## src/rtl/adc_init_pkg.sv

```systemverilog
// Shared definitions for the ADC bring-up sequencer: state codes, field widths
// and the triplicated sequencer context.
package adc_init_pkg;

    localparam int SER_W = 16;
    localparam int IDX_W = 3;
    localparam int DLY_W = 16;
    localparam int HC_W  = 5;

    localparam logic [2:0] ST_IDLE    = 3'd0;
    localparam logic [2:0] ST_HARDRST = 3'd1;
    localparam logic [2:0] ST_WAKE    = 3'd2;
    localparam logic [2:0] ST_LOAD    = 3'd3;
    localparam logic [2:0] ST_SHIFT   = 3'd4;
    localparam logic [2:0] ST_GAP     = 3'd5;
    localparam logic [2:0] ST_READY   = 3'd6;

    // One full copy of sequencer state; three of these are kept and voted.
    typedef struct packed {
        logic [2:0]       state;
        logic [DLY_W-1:0] dly;
        logic [HC_W-1:0]  hcnt;
        logic [IDX_W-1:0] idx;
        logic [SER_W-1:0] sh;
    } seq_ctx_t;

endpackage

```

## src/rtl/adc_init_seq_tmr_vote.sv

```systemverilog
// Bitwise 2-of-3 majority voter used on every triplicated register field.
module tmr_vote #(
    parameter int W = 1
) (
    input  logic [W-1:0] a,
    input  logic [W-1:0] b,
    input  logic [W-1:0] c,
    output logic [W-1:0] y
);

    assign y = (a & b) | (a & c) | (b & c);

endmodule

```

## src/rtl/adc_init_seq.sv

```systemverilog
// ADC bring-up sequencer: hard reset, wake-up wait, serial configuration of
// N_WORDS words, then ADC_RDY. All state is triplicated and majority voted.
module adc_init_seq
    import adc_init_pkg::*;
#(
    parameter int RST_CYC  = 40,
    parameter int WAKE_CYC = 1000,
    parameter int SCLK_DIV = 4,
    parameter int N_WORDS  = 8
) (
    input  logic             CLK,
    input  logic             EOS,
    input  logic             ADC_INIT_RST,
    input  logic [SER_W-1:0] CFG_DATA,
    output logic             ADC_RDY,
    output logic             ADC_RST_B,
    output logic             ADC_CS_B,
    output logic             ADC_SCLK,
    output logic             ADC_SDATA,
    output logic [IDX_W-1:0] CFG_ADDR,
    output logic [2:0]       INIT_STATE
);

    localparam logic [DLY_W-1:0] RST_TC   = DLY_W'(RST_CYC - 1);
    localparam logic [DLY_W-1:0] WAKE_TC  = DLY_W'(WAKE_CYC - 1);
    localparam logic [DLY_W-1:0] HALF_TC  = DLY_W'(SCLK_DIV - 1);
    localparam logic [DLY_W-1:0] GAP_TC   = DLY_W'(2 * SCLK_DIV - 1);
    localparam logic [HC_W-1:0]  HC_LAST  = HC_W'(2 * SER_W - 1);
    localparam logic [IDX_W-1:0] LAST_IDX = IDX_W'(N_WORDS - 1);

    seq_ctx_t         ctx0_r, ctx1_r, ctx2_r;
    seq_ctx_t         nxt0_s, nxt1_s, nxt2_s;
    seq_ctx_t         ctx_v_s;
    logic [2:0]       vote_state_s;
    logic [DLY_W-1:0] vote_dly_s;
    logic [HC_W-1:0]  vote_hcnt_s;
    logic [IDX_W-1:0] vote_idx_s;
    logic [SER_W-1:0] vote_sh_s;

    logic rdy_nx_s, rst_b_nx_s, cs_b_nx_s, sclk_nx_s, sdata_nx_s;
    logic rdy_r, rst_b_r, cs_b_r, sclk_r, sdata_r;

    // Next context from the voted context. hcnt is the SCLK half-period index:
    // even = low half, odd = high half; the word shifts after each high half.
    function automatic seq_ctx_t next_ctx(input seq_ctx_t cur, input logic hold,
                                          input logic [SER_W-1:0] din);
        seq_ctx_t n;
        n = cur;
        if (hold) begin
            n = '0;
        end else begin
            case (cur.state)
                ST_IDLE: begin
                    n       = '0;
                    n.state = ST_HARDRST;
                end
                ST_HARDRST: begin
                    if (cur.dly == RST_TC) begin
                        n.state = ST_WAKE;
                        n.dly   = '0;
                    end else begin
                        n.dly = cur.dly + 16'd1;
                    end
                end
                ST_WAKE: begin
                    n.idx = '0;
                    if (cur.dly == WAKE_TC) begin
                        n.state = ST_LOAD;
                        n.dly   = '0;
                    end else begin
                        n.dly = cur.dly + 16'd1;
                    end
                end
                ST_LOAD: begin
                    n.sh    = din;
                    n.state = ST_SHIFT;
                    n.dly   = '0;
                    n.hcnt  = '0;
                end
                ST_SHIFT: begin
                    if (cur.dly == HALF_TC) begin
                        n.dly = '0;
                        if (cur.hcnt == HC_LAST) begin
                            n.state = ST_GAP;
                            n.hcnt  = '0;
                        end else begin
                            n.hcnt = cur.hcnt + 5'd1;
                            if (cur.hcnt[0]) begin
                                n.sh = {cur.sh[SER_W-2:0], 1'b0};
                            end else begin
                                n.sh = cur.sh;
                            end
                        end
                    end else begin
                        n.dly = cur.dly + 16'd1;
                    end
                end
                ST_GAP: begin
                    if (cur.dly == GAP_TC) begin
                        n.dly = '0;
                        if (cur.idx == LAST_IDX) begin
                            n.state = ST_READY;
                        end else begin
                            n.idx   = cur.idx + 3'd1;
                            n.state = ST_LOAD;
                        end
                    end else begin
                        n.dly = cur.dly + 16'd1;
                    end
                end
                ST_READY: begin
                    n = cur;
                end
                default: begin
                    n = '0;
                end
            endcase
        end
        return n;
    endfunction

    tmr_vote #(.W(3))     u_vote_state (.a(ctx0_r.state), .b(ctx1_r.state), .c(ctx2_r.state), .y(vote_state_s));
    tmr_vote #(.W(DLY_W)) u_vote_dly   (.a(ctx0_r.dly),   .b(ctx1_r.dly),   .c(ctx2_r.dly),   .y(vote_dly_s));
    tmr_vote #(.W(HC_W))  u_vote_hcnt  (.a(ctx0_r.hcnt),  .b(ctx1_r.hcnt),  .c(ctx2_r.hcnt),  .y(vote_hcnt_s));
    tmr_vote #(.W(IDX_W)) u_vote_idx   (.a(ctx0_r.idx),   .b(ctx1_r.idx),   .c(ctx2_r.idx),   .y(vote_idx_s));
    tmr_vote #(.W(SER_W)) u_vote_sh    (.a(ctx0_r.sh),    .b(ctx1_r.sh),    .c(ctx2_r.sh),    .y(vote_sh_s));

    // Reassemble the voted fields into one context.
    always_comb begin
        ctx_v_s       = '0;
        ctx_v_s.state = vote_state_s;
        ctx_v_s.dly   = vote_dly_s;
        ctx_v_s.hcnt  = vote_hcnt_s;
        ctx_v_s.idx   = vote_idx_s;
        ctx_v_s.sh    = vote_sh_s;
    end

    // Next-state logic, copy 0.
    always_comb begin
        nxt0_s = next_ctx(ctx_v_s, ADC_INIT_RST, CFG_DATA);
    end

    // Next-state logic, copy 1.
    always_comb begin
        nxt1_s = next_ctx(ctx_v_s, ADC_INIT_RST, CFG_DATA);
    end

    // Next-state logic, copy 2.
    always_comb begin
        nxt2_s = next_ctx(ctx_v_s, ADC_INIT_RST, CFG_DATA);
    end

    // Triplicated context registers; a corrupted copy is rewritten from the vote.
    always_ff @(posedge CLK or negedge EOS) begin
        if (!EOS) begin
            ctx0_r <= '0;
            ctx1_r <= '0;
            ctx2_r <= '0;
        end else begin
            ctx0_r <= nxt0_s;
            ctx1_r <= nxt1_s;
            ctx2_r <= nxt2_s;
        end
    end

    // Pin levels decoded from the next context so they are valid on state entry.
    always_comb begin
        rdy_nx_s   = 1'b0;
        rst_b_nx_s = 1'b1;
        cs_b_nx_s  = 1'b1;
        sclk_nx_s  = 1'b0;
        sdata_nx_s = 1'b0;
        case (nxt0_s.state)
            ST_HARDRST: begin
                rst_b_nx_s = 1'b0;
            end
            ST_SHIFT: begin
                cs_b_nx_s  = 1'b0;
                sclk_nx_s  = nxt0_s.hcnt[0];
                sdata_nx_s = nxt0_s.sh[SER_W-1];
            end
            ST_READY: begin
                rdy_nx_s = 1'b1;
            end
            default: begin
                rdy_nx_s = 1'b0;
            end
        endcase
    end

    // Output pin registers.
    always_ff @(posedge CLK or negedge EOS) begin
        if (!EOS) begin
            rdy_r   <= 1'b0;
            rst_b_r <= 1'b1;
            cs_b_r  <= 1'b1;
            sclk_r  <= 1'b0;
            sdata_r <= 1'b0;
        end else begin
            rdy_r   <= rdy_nx_s;
            rst_b_r <= rst_b_nx_s;
            cs_b_r  <= cs_b_nx_s;
            sclk_r  <= sclk_nx_s;
            sdata_r <= sdata_nx_s;
        end
    end

    assign ADC_RDY    = rdy_r;
    assign ADC_RST_B  = rst_b_r;
    assign ADC_CS_B   = cs_b_r;
    assign ADC_SCLK   = sclk_r;
    assign ADC_SDATA  = sdata_r;
    assign CFG_ADDR   = vote_idx_s;
    assign INIT_STATE = vote_state_s;

endmodule

```

## config.mk

```make
export PLATFORM = sky130hd
export DESIGN_NAME = adc_init_seq
export DESIGN_NICKNAME = d
export VERILOG_FILES = /design/src/rtl/adc_init_pkg.sv /design/src/rtl/adc_init_seq_tmr_vote.sv /design/src/rtl/adc_init_seq.sv
export SDC_FILE = /design/constraint.sdc
export NUM_CORES = 1
export LEC_CHECK = 0
export CORE_ASPECT_RATIO = 1.25
export CORE_UTILIZATION = 40
export DETAILED_ROUTE_END_ITERATION = 10
export PLACE_DENSITY = 0.65
export SYNTH_ARGS = -nofsm -noshare
export SYNTH_HDL_FRONTEND = slang
export SYNTH_HIERARCHICAL = 1
export SYNTH_SLANG_ARGS = --single-unit
```

## constraint.sdc

```tcl
create_clock -name CLK -period 3.6 [get_ports CLK]
set_input_delay 0.54 -clock CLK [delete_from_list [all_inputs] [get_ports CLK]]
set_output_delay 0.54 -clock CLK [all_outputs]
set_load 0.005 [all_outputs]
```

Word-level counts from Yosys, hierarchy flattened
Index checks and enable logic that the tools add are counted.
{"block": "word_totals", "register_bits": 48, "in_bits": 19, "out_inout_bits": 11}
{"block": "op_classes", "add_sub_neg": 3, "n_eq_ne": 15, "n_mux": 27, "bitwise": 15, "reduce_logical": 3}
{"op": "19-bit one-hot mux with 7 select lines", "count": 1}
{"op": "16-bit 2-to-1 mux", "count": 7}
{"op": "16-bit bitwise OR", "count": 4}
{"op": "16-bit one-hot mux with 3 select lines", "count": 1}
{"op": "43-bit 2-to-1 mux", "count": 1}
{"op": "16-bit AND", "count": 2}
{"op": "3-bit 2-to-1 mux", "count": 8}
{"op": "3-bit == test, second input constant", "count": 6}
{"op": "16-bit by 1-bit adder with 16-bit output, second input constant", "count": 1}
{"op": "16-bit by 10-bit == test with 1-bit output, second input constant", "count": 1}
{"op": "16-bit by 2-bit == test with 1-bit output, second input constant", "count": 1}
{"op": "16-bit by 3-bit == test with 1-bit output, second input constant", "count": 1}
{"op": "16-bit by 6-bit == test with 1-bit output, second input constant", "count": 1}
{"op": "3-bit bitwise OR", "count": 4}
{"op": "5-bit 2-to-1 mux", "count": 2}
{"op": "5-bit bitwise OR", "count": 2}
{"op": "5-bit one-hot mux with 2 select lines", "count": 1}
{"op": "4-bit OR reduction", "count": 2}
{"op": "3-bit AND", "count": 2}
{"op": "3-bit by 1-bit == test with 1-bit output, second input constant", "count": 2}
{"op": "3-bit by 2-bit == test with 1-bit output, second input constant", "count": 2}
{"op": "3-bit one-hot mux with 2 select lines", "count": 1}
{"op": "5-bit by 1-bit adder with 5-bit output, second input constant", "count": 1}
{"op": "5-bit AND", "count": 1}
{"op": "other kinds (4)", "count": 8}

Depth between registers and ports, before layout
{"block": "logic_depth", "word_depth": 10, "ltp_mapped": 10}

By module
Netlist, hierarchy kept.
{"module": "adc_init_seq", "instances": 1, "cells_each": 266, "area_per_inst_um2": 2566.2, "seq_area_each_um2": 1203.7}
{"module": "tmr_vote at u_vote_dly ...", "instances": 2, "cells_each": 16, "area_per_inst_um2": 180.2, "seq_area_each_um2": 0.0}
{"module": "tmr_vote at u_vote_idx ...", "instances": 2, "cells_each": 3, "area_per_inst_um2": 33.8, "seq_area_each_um2": 0.0}
{"module": "tmr_vote at u_vote_hcnt", "instances": 1, "cells_each": 5, "area_per_inst_um2": 56.3, "seq_area_each_um2": 0.0}

Worst setup path after synthesis
Ideal clock, no wire load.
{"block": "synth_timing", "kind": "register to register", "start": "reg ctx2_r[24] (netlist bit)", "end": "reg ctx2_r[5] (netlist bit)", "setup_ns": 0.150, "t_arrival_ns": 2.346, "t_required_ns": 3.450, "slack_ns": 1.104, "stages_incl_launch_ff": 11, "path_buffers": 2, "period_less_slack_ns": 2.496, "path_cell_list": "dfrtp_1 -> maj3_2 -> ha_1 -> nor4b_2 -> and4_1 -> buf_6 -> and3b_4 -> and2b_1 -> buf_4 -> a222oi_1 -> nor2_1"}
{"item": "start, declared", "line_no": "adc_init_seq.sv:31", "source": "seq_ctx_t ctx0_r, ctx1_r, ctx2_r;"}
{"item": "start signal, assigned", "line_no": "adc_init_seq.sv:162", "source": "ctx2_r <= nxt2_s;"}

==> impl_results.md <==
* Status: finished clean
* CTS sink count at 48
* CTS Buf Count at 5
* Commonest non-fill, non-tap cell in the layout: dfrtp_1
* Max Cap Viol at 0
* Postcts setup bufs at 0
* Synth warnings at 6
* Syn nets at 332
* Max IR drop VDD at 0.000151 V
* GRT Total Usage at 17.3%
* EDFF count, synth at 0
* I/O pins at 30
* H-tree depth at 2
* Gate Count Post-Synth at 309
* Synth-to-layout area growth at 14.2%
* Worst path top cell family by delay: compound AO/OA/AOI/OAI gates
* Post-DR wirelength/cell at 15.2 µm
* Worst Path Required at 3.79 ns
* Register Area at 1200 µm²
* Most frequent cells in the layout: dfrtp_1 (46), maj3_2 (43), nor2_1 (38)
* Gr ovfl total at 0
* Area of the mapped netlist at 3050 µm²
* Endpoint class of the critical path: flip-flop
* Worst Hold Slack at 0.270 ns
* DRT antenna net count at 0
* CP Class: reg -> reg
* Die Y-Extent at 99.6 µm
* Fin nets at 356
* Final instance area at 3480 µm²
* Fill cells at 714
* Critical path data arrival time at 2.95 ns
* PwrDens at 292 nW/µm²
* Initial DRT Pass Iterations at 5
* Initial antenna violation count at 0
* Post-layout min period at 2.76 ns
* Asr flop ratio synth at 100%
* Post-synthesis sequential element count at 48
* Share of cells above drive strength 1 at 19.5%
* Clock transition at path regs at 0.09 ns
* Final Hold Vio Count at 0
* TNS Setup at 0 ns
* Detailed Place HPWL at 4600 µm
* Die W at 80.1 µm
* Row count at 35
* Longest Clk Path Bufs at 2
* DR vias at 2451
* CTS resizes at 0
* Syn avg cell area at 9.87 µm²
* Distinct cell type count after synthesis at 55
* Leakage power at 1.38 nW
* Main synth FF type: dfrtp_1
* DRC Markers at 0
* Max-slew violation total from the final report at 0
* CP Max Fanout at 14
* RSZ-0062 raised after global routing: no
* Routed wire length at 6490 µm
* First-pass GRT wire length at 10900 µm
* Final setup vio count at 0
* Setup Skew at 0.00589 ns
* HP Class: in -> async
* CP startpoint kind: flip-flop
* F_max at 363 MHz
* Clock latency on the worst-skew pair at 0.30 ns
* CTS tree: yes
* IO Port Bufs at 29
* Root Buffer Master: clkbuf_8
* CP max stage delay at 0.45 ns
* Vias in the first global route at 2335
* Tcrit/Tclk final at 76.5%
* Buf+Inv Stages, Crit Path at 0
* Worst slew pin tran at 0.853 ns
* Area after DPL at 3390 µm²
* Cells along the critical path: maj3_2 -> nor3_1 -> and4_1 -> o22a_1 -> a21o_1 -> o22ai_1 -> a22o_1
* Worst slew margin at 43.0%
* Starting DRT DRC Count at 176
* # diodes at 0
* Crit-path slowest cell: and4_1
* Core box area at 7360 µm²
* Pin count of the biggest net entering global routing at 30
* Drt via density at 5.75
* Multi-input logic area at 1730 µm²
* Die area at 7980 µm²
* Starting Density at 41.5%
* GP Congestion at 0.806
* Cts hold-fix bufs at 0
* Sequential cell area fraction in the yosys report at 39.5%
## power by group
| group | leakage, nW | switching [W] | internal (W) |
|---|---|---|---|
| clock | 0.0434 | 0.000192 | 0.000156 |
| combinational | 0.678 | 0.0000761 | 0.0000445 |
| sequential | 0.661 | 0.00000362 | 0.000545 |
| total | 1.38 | 0.000272 | 0.000745 |
## routing by layer
layer	share of wire (%)	routed length [µm]	vias up	global-route usage, %
met4	1.1	74	0	5.22
met2	51	3290	59	30.8
met1	43	2820	1158	20.8
met3	4.7	303	9	3.12
met5	0	0	-	0
li1	-	-	1225	-
## cells by family after synthesis
group,synth area share (%)
compound gates,17.5
buf+inv,3.86
fa+ha+maj,17.5
flops,39.5
xor+xnor,1.72
mux,0.656
simple gates,19.3
## worst reg2reg max path: stages (launching register included)
cell and delay (ns):
dfrtp_1 0.41, maj3_2 0.37, nor3_1 0.37, and4_1 0.45, o22a_1 0.27, a21o_1 0.42
o22ai_1 0.16, a22o_1 0.21
## final cells by class
| class | count | share of cell area (%) |
|---|---|---|
| Clock inverter | 2 | 0.431 |
| Multi-Input combinational cell | 240 | 49.8 |
| Inverter | 5 | 0.539 |
| Tap cell | 92 | 3.30 |
| Timing Repair Buffer | 33 | 9.05 |
| Sequential cell | 48 | 34.5 |
| Clock buffer | 6 | 2.37 |
## per-stage QoR
stage          utilization (%)  setup WS (ns)  std cells  total power, W
4_1_cts                   47.4          0.845        426         0.00103
6_report                  47.4          0.844        426         0.00102
2_1_floorplan                -           1.10        309        0.000628
5_1_grt                   47.4          0.614        426         0.00106
3_3_place_gp              46.0          0.922        418        0.000680
3_5_place_dp              46.0          0.847        418        0.000682
## sequential cells by signal, indices dropped and copies added, names as in the netlist
register	flops
ctx2_r	43
ADC_CS_B	1
ADC_RDY	1
ADC_RST_B	1
ADC_SCLK	1
ADC_SDATA	1
## synthesized netlist by cell type, types with 3 or more instances
master / instances / area share (%)
xor2_1: 3 / 0.86
and3_1: 9 / 1.8
a222oi_1: 14 / 4.6
dfrtp_1: 46 / 38
a22oi_1: 4 / 0.98
and4_1: 4 / 1.1
buf_2: 4 / 0.66
o21ai_0: 12 / 2.0
inv_1: 5 / 0.62
ha_1: 4 / 1.6
maj3_2: 43 / 16
nor3_1: 3 / 0.49
a211oi_1: 5 / 1.2
nand3_1: 14 / 2.3
buf_6: 3 / 1.1
a21oi_1: 6 / 0.98
clkbuf_1: 6 / 0.74
o21ai_1: 4 / 0.66
nor2_1: 38 / 4.7
nand2_1: 29 / 3.6
a31oi_1: 3 / 0.62
buf_4: 3 / 0.74
o311ai_0: 3 / 0.86
nand4_1: 3 / 0.62
xnor2_1: 3 / 0.86
## final timing paths
check	from	end	slack (ns)	cells after the start
max in group asynchronous	EOS	ADC_CS_B	2.54	2
hold / removal	EOS	ctx2_r[4]	0.27	1
min in group CLK	ctx2_r[22]	ctx2_r[22]	0.73	2
setup reg to reg	ctx2_r[34]	ctx2_r[29]	0.84	7
hold reg to reg	ctx2_r[22]	ctx2_r[22]	0.73	2
setup / recovery	ctx2_r[34]	ctx2_r[29]	0.84	7
(Power assumes the default switching activity.)
